===== src/rtl/pic_pkg.sv =====
// Shared types and constants for the 8259 cascade / INTA sequencer.
package pic_pkg;

    // Default cascade bus width (8 IRs).
    localparam int CASC_W_DEF = 3;

    // Byte selected for the data bus during an INTA pulse.
    localparam logic [1:0] VSEL_CALL = 2'd0;
    localparam logic [1:0] VSEL_LO   = 2'd1;
    localparam logic [1:0] VSEL_HI   = 2'd2;

    // INTA sequencer states: P = inside a pulse, G = gap after a pulse.
    typedef enum logic [2:0] {
        IDLE = 3'd0,
        P1   = 3'd1,
        G1   = 3'd2,
        P2   = 3'd3,
        G2   = 3'd4,
        P3   = 3'd5
    } seq_state_t;

endpackage


===== src/rtl/pic_inta_edge.sv =====
// Registers the INTA strobe once and flags its falling and rising edges.
module pic_inta_edge (
    input  logic clk,
    input  logic rst,
    input  logic i_inta_n,
    output logic o_fall,
    output logic o_rise
);

    logic r_inta_q;

    // Delay INTA by one cycle; the reset value is the strobe's inactive level.
    always_ff @(posedge clk) begin
        if (rst) begin
            r_inta_q <= 1'b1;
        end else begin
            r_inta_q <= i_inta_n;
        end
    end

    assign o_fall = r_inta_q & ~i_inta_n;
    assign o_rise = ~r_inta_q & i_inta_n;

endmodule


===== src/rtl/pic_cascade_seq.sv =====
// INTA handshake sequencer for the 8259 cascade: drives the CAS bus as a
// master, matches it as a slave, and decides which device supplies each
// vector byte in 8086 (2-pulse) and 8080/85 (3-pulse) modes.
module pic_cascade_seq
    import pic_pkg::*;
#(
    parameter int CASC_W  = CASC_W_DEF,
    parameter int TIMEOUT = 16
) (
    input  logic                 clk,
    input  logic                 rst,
    input  logic                 sp,
    input  logic                 sngl,
    input  logic                 mode_8086,
    input  logic [2**CASC_W-1:0] icw3,
    input  logic [CASC_W-1:0]    intr_id,
    input  logic                 inta_n,
    input  logic [CASC_W-1:0]    casc_in,
    output logic [CASC_W-1:0]    casc_out,
    output logic                 casc_oe,
    output logic                 vec_en,
    output logic [1:0]           vec_sel,
    output logic                 seq_active,
    output logic                 seq_done,
    output logic                 seq_abort
);

    localparam int              CNT_W    = $clog2(TIMEOUT + 1);
    localparam logic [CNT_W-1:0] CNT_LAST = CNT_W'(TIMEOUT - 1);

    logic w_fall;
    logic w_rise;
    logic w_casc_now;
    logic w_match_now;
    logic w_resp;

    seq_state_t        r_state;
    logic [CNT_W-1:0]  r_cnt;
    logic              r_seq_8086;
    logic              r_seq_sp;
    logic              r_seq_sngl;
    logic              r_casc;
    logic              r_match;
    logic [CASC_W-1:0] r_casc_out;
    logic              r_casc_oe;
    logic              r_vec_en;
    logic [1:0]        r_vec_sel;
    logic              r_seq_active;
    logic              r_seq_done;
    logic              r_seq_abort;

    pic_inta_edge u_edge (
        .clk      (clk),
        .rst      (rst),
        .i_inta_n (inta_n),
        .o_fall   (w_fall),
        .o_rise   (w_rise)
    );

    // Live decisions, only consumed on the edge that starts a sequence.
    assign w_casc_now  = sp & ~sngl & icw3[intr_id];
    assign w_match_now = ~sp & ~sngl & (casc_in == icw3[CASC_W-1:0]);

    // Who supplies the vector/address bytes, from the latched sequence context.
    assign w_resp = r_seq_sngl | (r_seq_sp ? ~r_casc : r_match);

    // Sequencer FSM with registered outputs; r_casc_out doubles as the latched ID.
    always_ff @(posedge clk) begin
        logic to_idle;
        to_idle = 1'b0;
        if (rst) begin
            r_state      <= IDLE;
            r_cnt        <= '0;
            r_seq_8086   <= 1'b0;
            r_seq_sp     <= 1'b0;
            r_seq_sngl   <= 1'b0;
            r_casc       <= 1'b0;
            r_match      <= 1'b0;
            r_casc_out   <= '0;
            r_casc_oe    <= 1'b0;
            r_vec_en     <= 1'b0;
            r_vec_sel    <= VSEL_CALL;
            r_seq_active <= 1'b0;
            r_seq_done   <= 1'b0;
            r_seq_abort  <= 1'b0;
        end else begin
            r_seq_done  <= 1'b0;
            r_seq_abort <= 1'b0;
            case (r_state)
                IDLE: begin
                    if (w_fall) begin
                        r_state      <= P1;
                        r_cnt        <= '0;
                        r_seq_8086   <= mode_8086;
                        r_seq_sp     <= sp;
                        r_seq_sngl   <= sngl;
                        r_casc       <= w_casc_now;
                        r_match      <= w_match_now;
                        r_casc_out   <= w_casc_now ? intr_id : '0;
                        r_casc_oe    <= w_casc_now;
                        // First 8080 pulse carries CALL; slaves never drive it.
                        r_vec_en     <= ~mode_8086 & (sp | sngl);
                        r_vec_sel    <= VSEL_CALL;
                        r_seq_active <= 1'b1;
                    end
                end
                P1: begin
                    if (w_rise) begin
                        r_state   <= G1;
                        r_cnt     <= '0;
                        r_vec_en  <= 1'b0;
                        r_vec_sel <= VSEL_CALL;
                    end
                end
                G1, G2: begin
                    // A falling edge on the last counted cycle still wins over the timeout.
                    if (w_fall) begin
                        r_state   <= (r_state == G1) ? P2 : P3;
                        r_cnt     <= '0;
                        r_vec_en  <= w_resp;
                        r_vec_sel <= (r_state == G1) ? VSEL_LO : VSEL_HI;
                    end else if (r_cnt == CNT_LAST) begin
                        to_idle = 1'b1;
                        r_seq_abort <= 1'b1;
                    end else begin
                        r_cnt <= r_cnt + 1'b1;
                    end
                end
                P2: begin
                    if (w_rise) begin
                        if (r_seq_8086) begin
                            to_idle = 1'b1;
                            r_seq_done <= 1'b1;
                        end else begin
                            r_state   <= G2;
                            r_cnt     <= '0;
                            r_vec_en  <= 1'b0;
                            r_vec_sel <= VSEL_CALL;
                        end
                    end
                end
                P3: begin
                    if (w_rise) begin
                        to_idle = 1'b1;
                        r_seq_done <= 1'b1;
                    end
                end
                default: begin
                    to_idle = 1'b1;
                end
            endcase
            if (to_idle) begin
                r_state      <= IDLE;
                r_cnt        <= '0;
                r_match      <= 1'b0;
                r_casc       <= 1'b0;
                r_casc_out   <= '0;
                r_casc_oe    <= 1'b0;
                r_vec_en     <= 1'b0;
                r_vec_sel    <= VSEL_CALL;
                r_seq_active <= 1'b0;
            end
        end
    end

    assign casc_out   = r_casc_out;
    assign casc_oe    = r_casc_oe;
    assign vec_en     = r_vec_en;
    assign vec_sel    = r_vec_sel;
    assign seq_active = r_seq_active;
    assign seq_done   = r_seq_done;
    assign seq_abort  = r_seq_abort;

endmodule

===== config.mk =====
export PLATFORM = sky130hd
export DESIGN_NAME = pic_cascade_seq
export DESIGN_NICKNAME = d
export VERILOG_FILES = /design/src/rtl/pic_pkg.sv /design/src/rtl/pic_inta_edge.sv /design/src/rtl/pic_cascade_seq.sv
export SDC_FILE = /design/constraint.sdc
export NUM_CORES = 1
export LEC_CHECK = 0
export CORE_MARGIN = 3
export CORE_UTILIZATION = 35
export CTS_CLUSTER_SIZE = 25
export DETAILED_ROUTE_END_ITERATION = 8
export GPL_TIMING_DRIVEN = 0
export PLACE_DENSITY_LB_ADDON = 0.12
export SETUP_SLACK_MARGIN = 0.02
export SLEW_MARGIN = 20
export SYNTH_ARGS = -nofsm -noshare
export SYNTH_HDL_FRONTEND = slang
export SYNTH_SLANG_ARGS = --single-unit

===== constraint.sdc =====
create_clock -name clk -period 2.3 [get_ports clk]
set_clock_uncertainty 0.05 [all_clocks]
set_input_delay 0.46 -clock clk [delete_from_list [all_inputs] [get_ports clk]]
set_output_delay 0.46 -clock clk [all_outputs]
set_load 0.05 [all_outputs]

==> run summary <==
The run finished with clean final reports. The post-route DRC violation count came out at 0. The worst register-to-register path begins at r_cnt[0]$_SDFFE_PP0P_. The clock tree root buffer cell was clkbuf_4. The highest cell delay on the worst timing path was 520 ps. Cell with the largest stage delay on the worst path: or4b_4. For the static leakage power, the log shows 0.5662 nW. The startpoint identified for the worst hold timing path is r_match$_SDFFE_PP0P_.

The wire-length estimate of the detail-placed layout is 2168 um. The remaining number of nets flagged by the antenna check after routing was 0; the post-detailed-routing wire length was 2776 um. The most critical setup path has its startpoint at r_cnt[0]$_SDFFE_PP0P_. The count of H-tree levels built during CTS is 1, and the fraction of final layout cells sized beyond drive strength 1 is 0.1086.

The final hold violation count is 0. The fraction of the cycle the final worst path needs is 0.9135. The tree built by TritonCTS fans out to 23 sinks. The global router's overall resource usage was 0.1389. In this run the register-to-register setup slack is 200 ps. The async set-or-reset flop fraction in the synthesized netlist came out at 0.

The net count of the finished layout is 198. TritonCTS built the clock tree. After clock tree synthesis, the flow added hold-fix buffers numbering 0. The dominant register cell in the synthesized netlist is dfxtp_1. The maximum number of pins on one net before global-route repair is 14. The number of top-level design ports came out at 30. The share of the synthesized area in compound gates (AO/OA/AOI/OAI) came out at 0.2000. The adder and majority gate portion of the synthesized area came out at 0.01980. After detailed placement, the design holds a cell count of 217. The number of buffers added by the clock tree synthesis step is 3. In this run the number of cells on the critical path is 7. The number of buffers added on ports was 29.

Clock-pin slew was measured on the worst setup and hold paths at 130 ps. The run gives 142 as the synthesized instance count. The met3 track demand over resource in global routing was 0.01871; the final-report setup violation count was 0. Static timing analysis puts the maximum clock frequency at 475.9 MHz. The capture instance of the worst register-to-register path was seq_active$_SDFFE_PP0P_. The simple-gate portion of the synthesized area was 0.2634.

The number of different library cells used by synthesis comes to 42. Post-synthesis cell area: 0.001264 mm^2. The clock reaches the later pin of the worst-skew pair after 320 ps. The number of antenna violations at the first check in global routing came out at 0. For the die footprint, the log shows 0.004368 mm^2. The met2 demand-to-capacity share in global routing is 0.2230, and the starting DRC count in detailed routing is 48. Compared with the post-synthesis result, the final layout area differs by 30.30%. Dividing the detail-routed via count by the number of cells gives 5.172. 0 antenna diodes ended up in the layout. The number of nets in the synthesized netlist is 164. The number of global-route vias before repair was 1,072.

The number of warnings issued by yosys is 0. The die width is 66.09 um, and the final period demand of the worst path is 2101 ps. The max-capacitance violation count is 0. The total count of max-transition violations in the final report is 0. The synthesized area per cell is 8.899 um^2. The path type of the worst setup path is reg2reg. The critical path ends at seq_active$_SDFFE_PP0P_. The global-route wire length before repair was 4754 um. The depth of the worst register-to-register path was 7. Cell family with the largest share of critical-path delay: simple AND/OR/NAND/NOR gates. The routed length per instance was 12.56 um. The mux cell area share after synthesis works out to 0.06832. The tools report the maximum resistive drop on vdd as 0.1656 mV. For this design the ratio of total power to cell area is 475.3 mW/mm^2. The tightest min-delay check is of the reg2reg type. The core occupancy in the finished layout is 0.4821, and the total number of placement rows is 21. Counting flops with a built-in enable in the synthesized netlist gives 0. The die span in y works out to 66.09 um. The maximum fanout encountered on the critical timing path works out to 10.

The run gives 0.3700 as the starting density of the core. For the fraction of met1 tracks used by global routing, the log shows 0.1840. The core region is 0.003416 mm^2. The transition time of the tightest slew-check pin works out to 500.6 ps. No sink is reached through more buffers than the 2 on the longest clock path. After synthesis, the largest family of logic cells by area is simple AND/OR/NAND/NOR gates. The worst slew margin relative to its limit was 0.6653; the xor and xnor area share after synthesis was 0.03465.

Synthesis inferred 23 register bits. The worst setup path is captured at a flop. Number of cells in the finished layout apart from fillers: 221.

Setup repair after global routing left no endpoint under its margin. The layout has 351 filler cells. The total via count in the routed design was 1,143; the data required time at the worst endpoint was 2480 ps. The critical path goes through ha_1, and3_1, ha_2, or4b_4, o2111ai_4, buf_6, nor2_1. The first detailed-routing pass ran for 4 iterations. The total congestion overflow was 0; the sequential share of the synthesized area was 0.3644. The layer flagged by global routing as most heavily used is met2.

The worst setup path is launched from a flop. Buffers plus inverters on the worst setup path: 1. Routability-driven placement finished with a final weighted congestion of 0.7996. Critical path data arrival time: 2280 ps.
[worst reg2reg max path: cells and delay by family (launching register included)]
kind | cells | cell delay [ps]
compound gates | 1 | 160
fa+ha+maj | 2 | 430
buf+inv | 1 | 210
flops | 1 | 410
simple gates | 3 | 760
[area by class of cell]
cell class	count	area, um^2	area share
Clock inverter	1	5.005	0.003040
Clock buffer	3	22.52	0.01368
Multi-Input combinational cell	107	748.2	0.4544
Sequential cell	23	460.4	0.2796
Inverter	7	26.28	0.01596
Tap cell	46	57.56	0.03495
Timing Repair Buffer	29	290.3	0.1763
Buffer	5	36.28	0.02204
[layout by cell type (no fill, tap or decap), drive strengths merged, types with 4 or more instances in the layout]
cell           Yosys  routed
buf                4       4
nor2              12      12
nand2             15      15
nand3              4       4
clkdlybuf4s50      0      29
nor2b              4       4
clkbuf             1       4
o21ai              7       7
nor3               5       5
inv                7       7
xnor2              4       4
dfxtp             23      23
a21oi             13      13
a211oi             4       4
[cells in the mapped netlist (all sizes together) (2+ instances only)]
cell type  number  area (um^2)
dfxtp          23        460.4
nand2          15        56.30
nor2b           4        25.02
nor3            5        25.02
nor4            2        12.51
nor2           12        52.55
a311oi          3        26.28
a211oi          4        35.03
o21ai           7        35.03
nor3b           3        22.52
a21oi          13        65.06
xnor2           4        35.03
or4b            2        23.77
ha              2        25.02
buf             4        32.53
mux4            2        45.04
nand3b          3        22.52
mux2i           3        30.03
inv             7        26.28
nand3           4        20.02
nand4           3        18.77
[state kept, by name, summed over array words and instances (netlist names), 2 cells and up]
name	flops
r_cnt	5
casc_out	3
r_state	3
vec_sel	2
[how the worst min path moves through the flow]
stage | slack [ps] | end | depth (start not counted)
2_1_floorplan | 380 | r_match$_SDFFE_PP0P_ | 2
3_3_place_gp | 390 | r_match$_SDFFE_PP0P_ | 2
3_5_place_dp | 390 | r_match$_SDFFE_PP0P_ | 2
4_1_cts | 410 | r_match$_SDFFE_PP0P_ | 2
5_1_grt | 430 | casc_out[0]$_SDFFE_PP0P_ | 2
6_report | 410 | r_match$_SDFFE_PP0P_ | 2
[per-layer routing]
layer  routed length, um  up-vias
met5                   0        -
met4                  46        0
met3                 107        4
met2                1289       24
met1                1333      524
li1                    -      591
[timing repair]
item                       CTS  global route
setup endpoints to repair    0             6
setup buffers                0             0
resized for setup            0             2
[cells by family after synthesis]
| family | count (synthesis) |
|---|---|
| xor gates and xnor gates | 5 |
| DFF | 23 |
| muxes | 6 |
| AOI/OAI and AO/OA | 35 |
| adders and majority gates | 2 |
| and+or+nand+nor | 59 |
| buffers and inverters | 12 |
[metrics by stage]
step	power, mW	hold slack, ps	instance area [um^2]	worst slack, ps	TNS [ps]
final	0.7827	406.9	1647	198.9	0
after global routing	0.8203	434.0	1647	49.66	0
after CTS	0.7938	410.2	1639	147.5	0
after detailed placement	0.5981	393.4	1612	-166.4	-1474
after global placement	0.5967	389.0	1612	-178.4	-1520
after floorplan	0.5271	375.1	1264	416.7	0
[report_power, final]
part	total [mW]	internal [mW]	switching [mW]
sequential	0.419	0.411	0.00845
combinational	0.169	0.0812	0.0881
clock	0.194	0.0652	0.129
total	0.783	0.557	0.225
Note: power is estimated with default switching activity, not from simulation.
